<file path="config.mk">
export PLATFORM = sky130hd
export DESIGN_NAME = rom_read_arbiter
export DESIGN_NICKNAME = d
export VERILOG_FILES = /design/src/rtl/rom_read_arbiter.sv
export SDC_FILE = /design/constraint.sdc
export NUM_CORES = 1
export LEC_CHECK = 0
export ABC_CLOCK_PERIOD_IN_PS = 3170
export CAP_MARGIN = 0
export CORE_MARGIN = 4
export CORE_UTILIZATION = 34
export CTS_CLUSTER_DIAMETER = 200
export CTS_CLUSTER_SIZE = 20
export DETAILED_ROUTE_END_ITERATION = 8
export HOLD_SLACK_MARGIN = 0.03
export PLACE_DENSITY = 0.85
export SLEW_MARGIN = 20
export SYNTH_ARGS = -nofsm -noshare
export SYNTH_HDL_FRONTEND = slang
export SYNTH_SLANG_ARGS = --single-unit
</file>
<file path="constraint.sdc">
create_clock -name clock -period 3.17 [get_ports clock]
set_clock_uncertainty 0.05 [all_clocks]
set_input_delay 0.7925 -clock clock [delete_from_list [all_inputs] [get_ports clock]]
set_output_delay 0.7925 -clock clock [all_outputs]
set_load 0.005 [all_outputs]
</file>
<file path="src/rtl/rom_read_arbiter.sv">
// Round-robin arbiter sharing one single-port synchronous ROM between two readers.
// Optional grant statistics counters are enabled with ROM_ARB_STATS_EN.
module rom_read_arbiter #(
    parameter int AW = 10,
    parameter int DW = 16
`ifdef ROM_ARB_STATS_EN
    ,
    parameter int CW = 16
`endif
) (
    input  logic          clock,
    input  logic          reset,
    input  logic          req0,
    input  logic [AW-1:0] addr0,
    output logic          grant0,
    output logic          rvalid0,
    input  logic          req1,
    input  logic [AW-1:0] addr1,
    output logic          grant1,
    output logic          rvalid1,
    output logic [DW-1:0] rdata,
    output logic [AW-1:0] rom_addr,
    input  logic [DW-1:0] rom_data
`ifdef ROM_ARB_STATS_EN
    ,
    output logic [CW-1:0] gcnt0,
    output logic [CW-1:0] gcnt1
`endif
);

    logic          grant0_q, grant0_d;
    logic          grant1_q, grant1_d;
    logic          rvalid0_q, rvalid1_q;
    logic          ptr_q, ptr_d;
    logic [AW-1:0] romAddr_q, romAddr_d;
    logic          elig0, elig1;

    // A requester in its grant cycle is not eligible, so a req that is
    // still high while being dropped cannot win a second time.
    always_comb begin
        elig0     = req0 & ~grant0_q;
        elig1     = req1 & ~grant1_q;
        grant0_d  = elig0 & (~elig1 | ~ptr_q);
        grant1_d  = elig1 & (~elig0 | ptr_q);
        ptr_d     = ptr_q;
        romAddr_d = romAddr_q;
        if (grant0_d) begin
            romAddr_d = addr0;
            ptr_d     = 1'b1;
        end else if (grant1_d) begin
            romAddr_d = addr1;
            ptr_d     = 1'b0;
        end
    end

    // The grant register doubles as the in-flight pipe stage: the ROM
    // samples rom_addr on the next edge, when rvalid is raised.
    always_ff @(posedge clock) begin
        if (reset) begin
            grant0_q  <= 1'b0;
            grant1_q  <= 1'b0;
            rvalid0_q <= 1'b0;
            rvalid1_q <= 1'b0;
            ptr_q     <= 1'b0;
            romAddr_q <= '0;
        end else begin
            grant0_q  <= grant0_d;
            grant1_q  <= grant1_d;
            rvalid0_q <= grant0_q;
            rvalid1_q <= grant1_q;
            ptr_q     <= ptr_d;
            romAddr_q <= romAddr_d;
        end
    end

    assign grant0   = grant0_q;
    assign grant1   = grant1_q;
    assign rvalid0  = rvalid0_q;
    assign rvalid1  = rvalid1_q;
    assign rom_addr = romAddr_q;
    assign rdata    = rom_data;

`ifdef ROM_ARB_STATS_EN
    logic [CW-1:0] gcnt0_q, gcnt0_d;
    logic [CW-1:0] gcnt1_q, gcnt1_d;

    // Counters stick at all-ones rather than wrapping.
    always_comb begin
        gcnt0_d = gcnt0_q;
        gcnt1_d = gcnt1_q;
        if (grant0_d && (gcnt0_q != {CW{1'b1}})) gcnt0_d = gcnt0_q + CW'(1);
        if (grant1_d && (gcnt1_q != {CW{1'b1}})) gcnt1_d = gcnt1_q + CW'(1);
    end

    always_ff @(posedge clock) begin
        if (reset) begin
            gcnt0_q <= '0;
            gcnt1_q <= '0;
        end else begin
            gcnt0_q <= gcnt0_d;
            gcnt1_q <= gcnt1_d;
        end
    end

    assign gcnt0 = gcnt0_q;
    assign gcnt1 = gcnt1_q;
`endif

endmodule
</file>
==> results.py, run 1 <==
metrics = {
    "finish": {
        "drive_above_1_share_pct": 12.96,
        "seq_area_um2": 300.3,
        "fillerInstances": 227,
        "nets": 149,
        "multi_input_area_um2": 362.8,
        "syn_to_final_growth_pct": 32.93,
        "diodes": 0,
        "post-route-util_pct": 48.60,
    },
    "timing": {
        "timing.final.hold_violations": 0,
        "finalSetupTns_ns": 0,
        "final_max_slew_viol_count": 0,
        "clock.fmax_mhz": 468.0,
        "finalSetupViolations": 0,
        "rsz0062_at_grt": "false",
        "maxSlewHeadroom_pct": 53.42,
        "layout_worst_path_cycle_share_pct": 67.40,
        "post-route-min-period_ns": 2.137,
        "worstMarginPinSlew_ns": 0.6965,
        "setup_ws_ns": 1.033,
    },
    "worst_setup_path": {
        "path_cells": "clkdlybuf4s50_1 > nor2b_2 > buf_4 > a211oi_1 > nor4_1",
        "crit_arrival_ns": 2.26,
        "cp_top_family": "buffers and inverters",
        "crit_type": "in -> reg",
        "crit_required_ns": 3.30,
        "crit_path_max_incr_delay_ns": 0.47,
        "crit_fanout": 11,
        "slowest_stage": "clkdlybuf4s50_1",
        "critPathCaptureType": "flip-flop",
        "startpoint_type": "input port",
        "cp_num_buf_inv": 2,
    },
    "logic_synthesis": {
        "synth_area_per_cell_um2": 9.245,
        "yosysWarnings": 0,
        "yosysTopAreaCell": "dfxtp_1",
        "synth_top_family_by_area": "simple AND/OR/NAND/NOR gates",
        "synth_top_cell_area_share_pct": 36.09,
        "synthAdderAreaFrac_pct": 0,
        "syn_area_um2": 832.0,
        "synth_nets": 130,
        "post_synth_inst_count": 90,
        "ys_seq_area_share_pct": 36.09,
        "yosysUniqueCellTypes": 12,
        "synthSimpleGateAreaFrac_pct": 32.78,
        "synth_compound_area_share_pct": 10.83,
        "synth_area_leaders": "dfxtp_1 (36%), buf_4 (16%), nor4_2 (14%), nor3_1 (13%), a211oi_1 (11%)",
        "yosys.area_share.xor_xnor_pct": 0,
        "synth_mux_area_share_pct": 0,
        "synth_seq_cells": 15,
    },
    "die": {
        "dieArea_mm2": 0.003303,
        "die_x_um": 57.47,
        "die_y_um": 57.47,
        "initial_utilization_pct": 36.56,
        "core_area_mm2": 0.002276,
        "fp-row-count": 17,
        "ios": 70,
    },
    "route": {
        "wire_per_inst_um": 15.31,
        "drt_iter0_drc": 11,
        "via_count": 716,
        "drt_wl_total_um": 2082,
        "drc": 0,
        "antenna_left": 0,
        "first_pass_iters": 2,
        "via_per_inst": 5.265,
    },
    "clock_network": {
        "root_buffer": "clkbuf_4",
        "clock-sinks": 15,
        "cts_buffers": 3,
        "hold_buffers": 0,
        "tritoncts": "done",
        "clockBufferDepth": 2,
        "clk_pin_slew_ns": 0.09,
        "ctsResizeCount": 0,
        "cts_max_level": 1,
        "insertion_delay_ns": 0.27,
        "cts_setup_buffers": 0,
    },
    "global_route": {
        "antenna_found_initial": 0,
        "grt_pass1_wl_um": 3429,
        "grt_pass1_vias": 753,
        "overflow": 0,
        "grt.total_usage_pct": 12.96,
        "grt_max_degree": 16,
    },
    "placement": {
        "dp_hpwl_um": 1579,
        "portBuffers": 37,
        "dp_slack_ns": 0.7258,
        "gp_congestion": 0.7400,
    },
    "outcome": {
        "status": "finished clean",
    },
    "min_path": {
        "hold_class": "reg -> reg",
    },
    "power_and_ir_drop": {
        "p_leak_nw": 0.3627,
        "power_density_mw_per_mm2": 404.1,
        "irDropWorstVdd_v": 0.0001777,
    },
    "run": {
        "max_cap_viol_count": 0,
    },
}
## per-stage QoR
| step | area, µm² | instances | power [mW] | hold WS (ns) |
|---|---|---|---|---|
| floorplan | 832.0 | 90 | 0.2940 | 0.4387 |
| global placement | 1080 | 132 | 0.3420 | 0.4489 |
| detailed placement | 1080 | 132 | 0.3458 | 0.4505 |
| CTS | 1106 | 136 | 0.4548 | 0.4639 |
| global route | 1106 | 136 | 0.4763 | 0.4889 |
| finish | 1106 | 136 | 0.4469 | 0.4578 |
## cells in the mapped netlist, drive strengths merged
library cell,n
dfxtp,15
nand2b,2
nor3,21
inv,1
nor2b,4
nor4,10
buf,24
and3b,1
a211oi,12
## where the power goes
part	total [mW]	internal, mW	switching (mW)
combinational	0.125	0.0734	0.0517
clock	0.107	0.0487	0.0587
sequential	0.215	0.205	0.00915
total	0.447	0.327	0.120
## kinds of logic after synthesis
group	after synthesis
AND/OR/NAND/NOR	38
buffers and inverters	25
flip-flops	15
AO/OA/AOI/OAI	12
## cells in the final DEF (no fill, tap or decap)
cell type	netlist	final
clkbuf_1	0	1
nor2b_1	3	3
buf_4	18	1
nor3_1	21	21
clkbuf_4	0	3
nor2b_2	1	1
a211oi_1	12	12
nor4_2	9	9
dfxtp_1	15	15
and3b_1	1	1
clkdlybuf4s50_1	0	37
nand2b_1	2	2
inv_1	1	1
nor4_1	1	1
## path summary, 6_finish.rpt
path	start	slack [ns]	to	depth (start not counted)
worst max-delay path	req0	1.03	rom_addr[5]	5
worst min-delay path	grant0	0.46	rvalid0	1
worst max register to register	grant0	1.70	rom_addr[5]	4
worst min register to register	grant0	0.46	rvalid0	1
## metal layers
metal / global-route usage (%) / up-vias / part of all wire (%) / wire, µm
met5: 0 / - / 0 / 0
met3: 3.846 / 4 / 9.2 / 191
li1: - / 350 / - / -
met1: 14.44 / 324 / 39 / 822
met2: 22.58 / 38 / 50 / 1037
met4: 5.629 / 0 / 1.5 / 31
## registers in the layout, summed over array words and instances (netlist names)
signal / count
grant1: 1
ptr_q: 1
grant0: 1
rom_addr: 10
rvalid1: 1
rvalid0: 1
## area by class of cell
type                    count  area share (%)
well taps                  28           3.167
flip-flops and latches     15           27.15
repair buffers             38           34.16
multi-input cells          50           32.81
clock buffers               4           2.376
inverters                   1          0.3394
Note: power is estimated with default switching activity, not from simulation.
==> run 2, diff against run 1 <==
ABC_CLOCK_PERIOD_IN_PS = 2240   (was 3170)
CORE_UTILIZATION = 31   (was 34)
PLACE_DENSITY = 0.78   (was 0.85)
clock period = 2.24 ns   (was 3.17 ns; I/O delays follow)
==> run 2 against run 1 <==
Effect of this change: largest power group unchanged; register-to-register slack lost 0.82 ns; sequential power grew 41%; via count grew 3.9%; largest cell class unchanged; sequential cell count is the same; final area grew 1.6%; non-clock buffer count grew 2; sequential share of layout area shrank 0.42 points; die area grew 8.3%; critical endpoint is now grant0; cell count grew 2.9%.
==> results.py, run 2 (synthesis gave the netlist of run 1 again) <==
metrics = {
    "outcome": {
        "status": "finished clean",
    },
    "route": {
        "drt_wl_total_um": 2295,
        "drt_iter0_drc": 21,
        "first_pass_iters": 4,
        "drc": 0,
        "via_count": 744,
        "via_per_inst": 5.314,
        "wire_per_inst_um": 16.39,
        "antenna_left": 0,
    },
    "global_route": {
        "grt_max_degree": 22,
        "antenna_found_initial": 0,
        "grt.total_usage_pct": 13.43,
        "overflow": 0,
        "grt_pass1_vias": 802,
        "grt_pass1_wl_um": 3608,
    },
    "clock_network": {
        "ctsResizeCount": 0,
        "clock-sinks": 15,
        "cts_max_level": 1,
        "tritoncts": "done",
        "root_buffer": "clkbuf_4",
        "insertion_delay_ns": 0.29,
        "clk_pin_slew_ns": 0.09,
        "clockBufferDepth": 2,
        "hold_buffers": 0,
        "cts_buffers": 3,
        "cts_setup_buffers": 0,
    },
    "finish": {
        "drive_above_1_share_pct": 14.55,
        "final_cell_mix": "clkdlybuf4s50_1 (37), nor3_1 (21), dfxtp_1 (15)",
        "final_common_cell": "clkdlybuf4s50_1",
        "seq_area_um2": 300.3,
        "largest_reg_flops": 10,
        "syn_to_final_growth_pct": 35.04,
        "multi_input_area_um2": 362.8,
        "diodes": 0,
        "nets": 151,
        "fillerInstances": 259,
    },
    "die": {
        "die_y_um": 59.81,
        "initial_utilization_pct": 32.99,
        "fp-row-count": 18,
        "die_x_um": 59.81,
        "ios": 70,
        "core_area_mm2": 0.002522,
        "dieArea_mm2": 0.003577,
    },
    "worst_setup_path": {
        "rrSetupSlack_ns": 0.88,
        "startpoint_type": "flip-flop",
        "crit_fanout": 4,
        "reg2regPathDepth": 3,
        "crit_required_ns": 1.63,
        "critPathCaptureType": "output port",
        "path_cells": "clkdlybuf4s50_1",
        "cp_top_family": "buffers and inverters",
        "slowest_stage": "clkdlybuf4s50_1",
        "rr_endpoint": "rom_addr[7]",
        "crit_path_max_incr_delay_ns": 0.52,
        "timing.rr.start": "grant1",
        "crit_arrival_ns": 1.19,
        "crit_type": "reg -> out",
        "cp_num_buf_inv": 1,
    },
    "power_and_ir_drop": {
        "power_density_mw_per_mm2": 579.1,
        "p_leak_nw": 0.3724,
        "power_frac_clock_pct": 25.3,
        "power_frac_comb_pct": 28.2,
        "pwr-share-seq_pct": 46.5,
        "switching_share_pct": 28.27,
        "power.switching_mw": 0.1839,
        "p_int_mw": 0.4667,
        "irDropWorstVdd_v": 0.0002465,
    },
    "placement": {
        "portBuffers": 37,
        "gp_congestion": 0.7120,
        "dp_hpwl_um": 1697,
    },
    "timing": {
        "timing.final.hold_violations": 0,
        "worstMarginPinSlew_ns": 0.4764,
        "layout_worst_path_cycle_share_pct": 80.51,
        "finalSetupViolations": 0,
        "final_max_slew_viol_count": 0,
        "whs_ns": 0.4589,
        "clock.fmax_mhz": 554.5,
        "post-route-min-period_ns": 1.803,
        "maxSlewHeadroom_pct": 68.24,
        "finalSetupTns_ns": 0,
        "rsz0062_at_grt": "false",
    },
    "min_path": {
        "worstHoldPathCells": 1,
        "worstHoldEndpoint": "rvalid0",
        "min-delay-start": "grant0",
        "hold_class": "reg -> reg",
    },
    "run": {
        "max_cap_viol_count": 0,
    },
}
## run 2: metal layers
layer  track usage, %  share of wire (%)  up-vias
li1                 -                  -      352
met5                0                  0        -
met3            4.536                9.8        4
met2            22.84                 50       39
met4            7.911                2.5        0
met1            14.23                 37      349
## run 2: area by class of cell
class	count	share of cell area, %
timing repair buffer	40	34.97
sequential	15	26.73
clock buffer	4	2.339
tap	30	3.341
inverter	1	0.3341
multi-input combinational	50	32.29
## run 2: how the worst max path moves through the flow
stage | start | end | slack [ns] | cells past startpoint
2_1_floorplan | req0 | rom_addr[0] | 0.87 | 4
3_3_place_gp | req1 | rom_addr[9] | 0.34 | 4
3_5_place_dp | req1 | rom_addr[7] | 0.26 | 4
4_1_cts | grant1 | grant1 | 0.43 | 1
5_1_grt | grant1 | grant1 | 0.37 | 1
6_report | grant0 | grant0 | 0.44 | 1
## run 2: power groups by stage
stage	Clock, mW	Sequential, mW	Combinational, mW
after floorplan	0	0.311	0.105
after global placement	0	0.309	0.178
after detailed placement	0	0.310	0.184
after CTS	0.164	0.303	0.185
after global routing	0.182	0.307	0.196
final	0.164	0.303	0.183
## run 2: worst reg2reg max path: cells and delay by family, from the launching register on
kind	cells	cell delay, ns
AO/OA/AOI/OAI	1	0.40
AND/OR/NAND/NOR	2	0.45
flip-flops	1	0.34
## run 2: metrics by stage
step           total power [mW]  cells  utilization [%]  instance area (µm²)  setup WS, ns
2_1_floorplan            0.4160     90                -                832.0        0.8725
3_3_place_gp             0.4874    136            43.50                 1097        0.3382
3_5_place_dp             0.4939    136            43.50                 1097        0.2609
4_1_cts                  0.6528    140            44.54                 1124        0.4272
5_1_grt                  0.6852    140            44.54                 1124        0.3722
6_report                 0.6506    140            44.54                 1124        0.4365
